## config.mk

```make
export PLATFORM = sky130hd
export DESIGN_NAME = bcd4digit_ctrl_flat
export DESIGN_NICKNAME = d
export VERILOG_FILES = /design/src/rtl/bcd4digit_ctrl_pkg.sv /design/src/rtl/bcd4digit_ctrl_if.sv /design/src/rtl/bcd4digit_ctrl.sv /design/src/flat_wrapper.sv
export SDC_FILE = /design/constraint.sdc
export NUM_CORES = 1
export LEC_CHECK = 0
export BUFFER_PORTS_ARGS = -buffer_cell sky130_fd_sc_hd__buf_2
export CORE_MARGIN = 2
export CORE_UTILIZATION = 48
export CTS_BUF_LIST = sky130_fd_sc_hd__clkbuf_4 sky130_fd_sc_hd__clkbuf_8
export CTS_CLUSTER_DIAMETER = 50
export DETAILED_ROUTE_END_ITERATION = 10
export MAX_ROUTING_LAYER = met4
export PLACE_DENSITY = 0.7
export SYNTH_ARGS = -nofsm -noshare
export SYNTH_HDL_FRONTEND = slang
export SYNTH_SLANG_ARGS = --single-unit
```

## constraint.sdc

```tcl
create_clock -name clk -period 3.6 [get_ports clk]
set_clock_uncertainty 0.05 [all_clocks]
set_input_delay 0.9 -clock clk [delete_from_list [all_inputs] [get_ports clk]]
set_output_delay 0.9 -clock clk [all_outputs]
set_load 0.05 [all_outputs]
```

## src/rtl/bcd4digit_ctrl_pkg.sv

```systemverilog
`default_nettype none
// ============================================================================
//  Module   : bcd_ctrl_pkg
//  Purpose  : Shared types and constants for the 4-digit repeated-subtraction
//             BCD converter sequencer.
//  Contents : state_t   - sequencer state encoding
//             BCD_DIGITS - number of decimal digits produced per conversion
//             BCD_MAX    - largest value that fits in BCD_DIGITS digits
//             DIVISOR    - radix applied by the datapath on each divide
//  Revision : 1.0 - initial release
// ============================================================================
package bcd_ctrl_pkg;

   typedef enum logic [1:0] {
      IDLE   = 2'd0,
      LOAD   = 2'd1,
      DIV    = 2'd2,
      FINISH = 2'd3
   } state_t;

   localparam int BCD_DIGITS = 4;
   localparam int BCD_MAX    = 9999;
   localparam int DIVISOR    = 10;

endpackage : bcd_ctrl_pkg
`default_nettype wire

```

## src/rtl/bcd4digit_ctrl_if.sv

```systemverilog
`default_nettype none
// ============================================================================
//  Module   : bcd4digit_ctrl_if
//  Purpose  : Request and datapath-control bundle of the BCD sequencer.
//  Signals  : start/value_in      - conversion request (requester -> ctrl)
//             carry               - dividend >= 10 (datapath -> ctrl)
//             value_out           - value for the datapath load
//             load_value/divide/load_quotient - datapath strobes
//             busy/done/overflow/error - status
//  Modports : slave  - the sequencer side
//             master - the requester/datapath side
//  Revision : 1.0 - initial release
// ============================================================================
interface bcd4digit_ctrl_if #(
   parameter int VAL_W = 14
);
   logic             start;
   logic [VAL_W-1:0] value_in;
   logic             carry;
   logic [VAL_W-1:0] value_out;
   logic             load_value;
   logic             divide;
   logic             load_quotient;
   logic             busy;
   logic             done;
   logic             overflow;
   logic             error;

   modport slave (
      input  start, value_in, carry,
      output value_out, load_value, divide, load_quotient,
             busy, done, overflow, error
   );

   modport master (
      output start, value_in, carry,
      input  value_out, load_value, divide, load_quotient,
             busy, done, overflow, error
   );
endinterface : bcd4digit_ctrl_if
`default_nettype wire

```

## src/rtl/bcd4digit_ctrl.sv

```systemverilog
`default_nettype none
// ============================================================================
//  Module   : bcd4digit_ctrl
//  Purpose  : Sequencer for a 4-digit repeated-subtraction BCD converter.
//             Accepts a request, buffers one pending request, loads the
//             datapath and issues divide / load_quotient strobes until four
//             digits are stored. A per-digit divide watchdog aborts runaway
//             conversions.
//  Ports    : clk  - system clock
//             rst  - synchronous active-high reset
//             bus  - bcd4digit_ctrl_if.slave (request, datapath, status)
//  Revision : 1.0 - initial release
// ============================================================================
module bcd4digit_ctrl
   import bcd_ctrl_pkg::*;
#(
   parameter int MAX_DIV = 2047,
   parameter int VAL_W   = 14
) (
   input  wire logic          clk,
   input  wire logic          rst,
   bcd4digit_ctrl_if.slave    bus
);

   localparam int c_DIV_W = $clog2(MAX_DIV + 1);

   state_t             r_state;
   state_t             w_next_state;

   logic [VAL_W-1:0]   r_value;
   logic               r_pend_vld;
   logic [VAL_W-1:0]   r_pend_val;
   logic [c_DIV_W-1:0] r_div_cnt;
   logic [1:0]         r_digit_cnt;
   logic               r_overflow;
   logic               r_error;

   logic               w_load;
   logic               w_divide;
   logic               w_load_q;
   logic               w_wd_fire;
   logic               w_take_pend;
   logic               w_take_start;

   // ------------------------------------------------------------------------
   // State register
   // ------------------------------------------------------------------------
   always_ff @(posedge clk) begin
      if (rst) begin
         r_state <= IDLE;
      end else begin
         r_state <= w_next_state;
      end
   end

   // ------------------------------------------------------------------------
   // Next state and datapath strobes
   // ------------------------------------------------------------------------
   always_comb begin
      w_next_state = r_state;
      w_load       = 1'b0;
      w_divide     = 1'b0;
      w_load_q     = 1'b0;
      w_wd_fire    = 1'b0;
      w_take_pend  = 1'b0;
      w_take_start = 1'b0;

      case (r_state)
         IDLE: begin
            // An already buffered request is served before a fresh strobe.
            if (r_pend_vld) begin
               w_take_pend  = 1'b1;
               w_next_state = LOAD;
            end else if (bus.start) begin
               w_take_start = 1'b1;
               w_next_state = LOAD;
            end
         end
         LOAD: begin
            w_load       = 1'b1;
            w_next_state = DIV;
         end
         DIV: begin
            if (bus.carry) begin
               // Suppress the divide that would exceed the budget and abort.
               if (r_div_cnt == c_DIV_W'(MAX_DIV)) begin
                  w_wd_fire    = 1'b1;
                  w_next_state = IDLE;
               end else begin
                  w_divide = 1'b1;
               end
            end else begin
               w_load_q = 1'b1;
               if (r_digit_cnt == 2'(BCD_DIGITS - 1)) begin
                  w_next_state = FINISH;
               end
            end
         end
         FINISH: begin
            w_next_state = IDLE;
         end
         default: begin
            w_next_state = IDLE;
         end
      endcase
   end

   // ------------------------------------------------------------------------
   // Request capture, pending buffer, counters and status flags
   // ------------------------------------------------------------------------
   always_ff @(posedge clk) begin
      if (rst) begin
         r_value     <= '0;
         r_pend_vld  <= 1'b0;
         r_pend_val  <= '0;
         r_div_cnt   <= '0;
         r_digit_cnt <= '0;
         r_overflow  <= 1'b0;
         r_error     <= 1'b0;
      end else begin
         r_error <= w_wd_fire;

         if (w_take_pend) begin
            r_value <= r_pend_val;
         end else if (w_take_start) begin
            r_value <= bus.value_in;
         end

         // Any start not consumed directly lands in the buffer; latest wins.
         if (bus.start && !w_take_start) begin
            r_pend_vld <= 1'b1;
            r_pend_val <= bus.value_in;
         end else if (w_take_pend) begin
            r_pend_vld <= 1'b0;
         end

         if (w_load) begin
            r_overflow  <= (r_value > VAL_W'(BCD_MAX));
            r_div_cnt   <= '0;
            r_digit_cnt <= '0;
         end else if (w_divide) begin
            r_div_cnt <= r_div_cnt + c_DIV_W'(1);
         end else if (w_load_q) begin
            r_div_cnt   <= '0;
            r_digit_cnt <= r_digit_cnt + 2'd1;
         end
      end
   end

   // ------------------------------------------------------------------------
   // Outputs
   // ------------------------------------------------------------------------
   assign bus.value_out     = r_value;
   assign bus.load_value    = w_load;
   assign bus.divide        = w_divide;
   assign bus.load_quotient = w_load_q;
   assign bus.busy          = (r_state != IDLE);
   assign bus.done          = (r_state == FINISH);
   assign bus.overflow      = r_overflow;
   assign bus.error         = r_error;

endmodule : bcd4digit_ctrl
`default_nettype wire

```

## src/flat_wrapper.sv

```systemverilog
// flat-port wrapper written by rule: the top's interface ports become plain ports
module bcd4digit_ctrl_flat import bcd_ctrl_pkg::*;
#(
   parameter int MAX_DIV = 2047,
   parameter int VAL_W   = 14
)
  (clk, rst, bus_start, bus_value_in, bus_carry, bus_value_out, bus_load_value, bus_divide, bus_load_quotient, bus_busy, bus_done, bus_overflow, bus_error);
  bcd4digit_ctrl_if #(.VAL_W(VAL_W)) bus_i ();
  input  wire logic clk;
  input  wire logic rst;
  input wire logic [$bits(bus_i.start)-1:0] bus_start;
  input wire logic [$bits(bus_i.value_in)-1:0] bus_value_in;
  input wire logic [$bits(bus_i.carry)-1:0] bus_carry;
  output wire logic [$bits(bus_i.value_out)-1:0] bus_value_out;
  output wire logic [$bits(bus_i.load_value)-1:0] bus_load_value;
  output wire logic [$bits(bus_i.divide)-1:0] bus_divide;
  output wire logic [$bits(bus_i.load_quotient)-1:0] bus_load_quotient;
  output wire logic [$bits(bus_i.busy)-1:0] bus_busy;
  output wire logic [$bits(bus_i.done)-1:0] bus_done;
  output wire logic [$bits(bus_i.overflow)-1:0] bus_overflow;
  output wire logic [$bits(bus_i.error)-1:0] bus_error;
  assign bus_i.start = bus_start;
  assign bus_i.value_in = bus_value_in;
  assign bus_i.carry = bus_carry;
  assign bus_value_out = bus_i.value_out;
  assign bus_load_value = bus_i.load_value;
  assign bus_divide = bus_i.divide;
  assign bus_load_quotient = bus_i.load_quotient;
  assign bus_busy = bus_i.busy;
  assign bus_done = bus_i.done;
  assign bus_overflow = bus_i.overflow;
  assign bus_error = bus_i.error;
  bcd4digit_ctrl #(.MAX_DIV(MAX_DIV), .VAL_W(VAL_W)) u_core (.clk(clk), .rst(rst), .bus(bus_i));
endmodule
```

[Word-level counts from Yosys, hierarchy flattened]
Cells that the tools add are included.
Cells by class
  $add $sub $neg: 2
  reduce and logical (&&, ||, !) cells: 11
  equality and inequality tests: 8
  bitwise logic cells: 3
  muxes and demuxes: 24
  $lt $le $gt $ge: 1
Operators by type and width (count)
  $mux W14: 2
  $mux W11: 2
  $gt A14 B14 Y1 const B: 1
  $mux W1: 14
  $add A11 B1 Y11 const B: 1
  $eq A11 B11 Y1 const B: 1
  $mux W2: 5
  $ne A3 B2 Y1 const B: 3
  $pmux W2 S4: 1
  $reduce_bool A2 Y1: 4
  $eq A2 B2 Y1 const B: 3
  $not A1 Y1: 3
  $reduce_and A3 Y1: 1
  $reduce_or A3 Y1: 1
  $add A2 B1 Y2 const B: 1
  $eq A2 B1 Y1 const B: 1
  $logic_not A2 Y1: 1
  $reduce_and A2 Y1: 1
  $reduce_or A2 Y1: 1
  $logic_and A1 B1 Y1: 1
  $logic_not A1 Y1: 1
Storage, ports and cells
  output and inout bits: 21
  bits of input ports: 18
  logic and storage cells: 57
  register bits: 46

[Longest topological paths before layout]
  depth in word-level cells: 6
  depth in mapped cells: 6
  depth with buffers taken out: 5

[Worst setup path before layout]
Ideal clock, no wire load.
  path kind: register -> output
  start point: register u_core.r_div_cnt[0]
  end point: output port bus_divide
  buffers on the path: 1
  stages on the path, launching flop included: 5
  arrival time: 1.759 ns
  data required time: 2.650 ns
  path slack: 0.891 ns
  cells stage by stage: dfxtp_1 -> ha_1 -> and4_1 -> buf_6 -> a311oi_2
Between the ends
  longest elaborated chain between the ends: 4
Ends and longest elaborated chain
  start: declaration: RTL line bcd4digit_ctrl.sv:33  | logic [c_DIV_W-1:0] r_div_cnt;
  start signal: assignment: RTL line bcd4digit_ctrl.sv:142  | r_div_cnt <= r_div_cnt + c_DIV_W'(1);
  $eq A11 B11 Y1: RTL line bcd4digit_ctrl.sv:86  | if (r_div_cnt == c_DIV_W'(MAX_DIV)) begin
  $mux W1: RTL line bcd4digit_ctrl.sv:86
  $mux W1: RTL line bcd4digit_ctrl.sv:84  | if (bus.carry) begin
  $mux W1: RTL line bcd4digit_ctrl.sv:68  | case (r_state)
  end: declaration: RTL line flat_wrapper.sv:16  | output wire logic [$bits(bus_i.divide)-1:0] bus_divide;
No other way between the ends.

[Worst setup path in the final report]
Ends and elaborated chain as after synthesis.

==> summary.txt <==
Floorplanning
  • Initial Util: 0.489
  • Die Wd: 70.2 µm
  • Height of the die: 70.2 µm
  • FP Rows: 24
  • Ports: 39
  • Full die area: 4920 µm²
  • Core area: 4290 µm²

Run status
  • Status: completed

Place
  • Gpl congestion: 0.774
  • IO Port Bufs: 38
  • HPWL Detailed: 3280 µm

Hold path
  • Hold WC Path Type: reg -> reg
  • Hold Crit Depth: 2
  • Hold_sp: u_core.r_pend_val[11]

Route
  • First DRT Iteration DRCs: 201
  • DR pass1 iterations: 4
  • Total number of vias: 1873
  • DRC viols: 0
  • Routed length per instance: 13.3 µm
  • Routed wire length: 4690 µm
  • Drt via density: about 5.3
  • Antenna Nets Post-Route: 0

GRT
  • GRT Total Usage: 0.213
  • GRT met3 Usage: 0.0476
  • Initial antenna violation count: 0
  • Met2 Track Usage GR: 0.329
  • Largest net degree at the start of global routing: 36
  • GR peak layer: met2
  • Met1 usage: 0.274
  • GRT overflow: 0
  • Global-route wire length before repair: 8260 µm
  • Vias in the first global route: 1788

Synthesis
  • Register area share after synthesis: 0.438
  • Cell variety after synth: 43
  • Cell Area, Synth: 2100 µm²
  • Yosys Warn Count: 0
  • Post-synthesis async set-or-reset flop share: 0
  • EDFF count, synth: 0
  • Syn Inst Count: 270
  • Synth area leader: dfxtp_1
  • Main synth FF type: dfxtp_1
  • #FFs+latches synth: 46
  • Syn Area/Cell: 7.78 µm²
  • Ranking of synthesized cells by area: dfxtp_1 (44%), nor2_1 (9.3%), a21oi_1 (7.6%)
  • Syn Nets: 290
  • Area share of the largest cell type after synthesis: 0.438

Power
  • Switching power: 407 µW
  • Seq pwr share: 0.464
  • PnR Total Power: ~1.3 mW
  • Internal power: 843 µW
  • Power per standard cell area: 520 nW/µm²
  • Peak VDD IR: 272 µV
  • Clk pwr share: 0.313
  • LEAKAGE: between 1 and 1.5 nW
  • Sw Share: 0.326
  • Logic pwr share: 0.223

Setup path
  • Startpoint types: flip-flop
  • Crit end category: output pin
  • WP data arrival: 1.93 ns
  • WS Path Type: reg -> out
  • FF-to-FF Start: u_core.r_pend_vld
  • Cell family with most CP delay: compound AO/OA/AOI/OAI gates
  • CP max-delay cell: a311oi_2
  • CP Depth: 4
  • Worst-case reg-to-reg path depth: 4
  • Crit. Startpoint: u_core.r_div_cnt[0]
  • CP max stage delay: 0.39 ns
  • Critical-path maximum fanout: 8
  • Req. time, crit path: 2.65 ns
  • Buf/Inv on CP: 1
  • CP Cell Sequence: ha_1 > and4_1 > a311oi_2 > buf_2

Clocking
  • Hold-fix buffers at CTS: 0
  • CTS Sinks: 46
  • Clock Latency Late Sink: 0.30 ns
  • Post-CTS Setup Bufs: 0
  • H-tree depth: 2
  • Root Buffer: clkbuf_8
  • Resize count post-CTS: 0
  • CTS tree: yes
  • Worst-path clk slew: 0.08 ns
  • Clock buffer depth: 2
  • CTS Buf Count: 5

Timing
  • Crit share post-route: 0.800
  • Hold Fails Final Rpt: 0
  • F_max: 347 MHz
  • Final slew viol count: 0
  • Worst Tran Pin Value: around 0.92 ns
  • Slew margin rel.: 0.387
  • Final Setup Violations: 0
  • Fin crit period: 2.88 ns
  • Total negative setup slack: 0 ns
  • RSZ-0062 raised after global routing: no

Cells and area
  • P&R area growth vs syn: 14.4%
  • Share of post-route cells with drive strength above 1: 0.186
  • Filler cells: 426
  • Antenna Cells: 0
  • Nets@finish: 320

Flow run
  • MaxCap Viol Count: 0
-- stage by stage --
stage / setup slack (ns) / std cells / utilization / cell area, µm² / hold WS, ns
2_1_floorplan: 0.891 / 270 / - / 2100 / 0.387
3_3_place_gp: 0.925 / 345 / 0.533 / 2290 / 0.393
3_5_place_dp: 0.921 / 345 / 0.533 / 2290 / 0.398
4_1_cts: 0.693 / 353 / 0.560 / 2400 / 0.411
5_1_grt: 0.590 / 353 / 0.560 / 2400 / 0.422
6_report: 0.720 / 353 / 0.560 / 2400 / 0.409
-- layout make-up --
cell class	instances	area [µm²]	share of cell area
multi-input combinational	205	1090	0.455
clock buffer	6	76.3	0.0318
timing repair buffer	39	198	0.0822
inverter	3	11.3	0.00469
sequential	46	921	0.383
tap	52	65.1	0.0271
clock inverter	2	37.5	0.0156
-- synthesized netlist by cell type, types with 2 or more instances --
cell,n
a31oi_1,7
inv_1,3
nand2_1,34
o21ai_0,2
nand2b_1,3
buf_2,4
nor2b_1,15
nand3_1,6
nor3_1,19
ha_1,2
dfxtp_1,46
and4_1,3
nor2_1,52
a22o_2,2
and2_1,2
a21oi_1,32
clkbuf_1,9
xnor2_1,3
mux2i_1,2
-- power by group through the flow --
stage               Clock (mW)  Combinational, mW  Sequential, mW
finish                   0.391              0.279           0.580
global route             0.419              0.307           0.586
CTS                      0.402              0.281           0.580
detailed placement           0              0.280           0.592
floorplan                    0              0.148           0.655
global placement             0              0.278           0.591
-- flip-flops by register name, summed over array words and instances (netlist names) --
register,cells
u_core.r_state,2
u_core.r_pend_vld,1
u_core.r_digit_cnt,2
u_core.bus.value_out,14
u_core.bus.error,1
u_core.r_pend_val,14
u_core.r_div_cnt,11
u_core.bus.overflow,1
-- tightest hold or removal path, stage by stage (launching register included) --
cell and delay (ns):
dfxtp_1 0.31, nand2_1 0.05, a21oi_1 0.05
-- layer usage --
layer	routed length, µm	part of all wire
met5	0	0
met4	84	0.018
met3	143	0.030
met2	2210	0.47
met1	2260	0.48
-- worst paths after layout --
kind | endpoint | slack [ns]
setup / recovery | bus_divide | 0.72
hold / removal | u_core.r_pend_val[11] | 0.41
setup reg to reg | u_core.bus.value_out[10] | 1.64
hold reg to reg | u_core.r_pend_val[11] | 0.41
-- placed cells by master (no fill, tap or decap), types with 2 or more instances in the layout --
master,Yosys,layout
a21oi_1,32,32
a22o_2,2,2
a31oi_1,7,7
and2_1,2,2
and4_1,3,3
buf_2,4,38
clkbuf_8,0,5
dfxtp_1,46,46
ha_1,2,2
inv_1,3,3
mux2i_1,2,2
nand2_1,34,34
nand2b_1,3,3
nand3_1,6,6
nor2_1,52,52
nor2b_1,15,15
nor3_1,19,19
o21ai_0,2,2
xnor2_1,3,3
-- cell families (layout without fill, tap and decap cells) --
family / after synthesis / after routing / share of synthesized area
buffers and inverters: 19 / 50 / 0.0405
XOR/XNOR: 3 / 3 / 0.0125
adder cells (fa/ha/maj): 2 / 2 / 0.0119
AND/OR/NAND/NOR: 144 / 144 / 0.321
multiplexers: 2 / 2 / 0.00953
flip-flops: 46 / 46 / 0.438
AO/OA/AOI/OAI: 54 / 54 / 0.166
No activity file was read; power rests on OpenSTA's default activity.
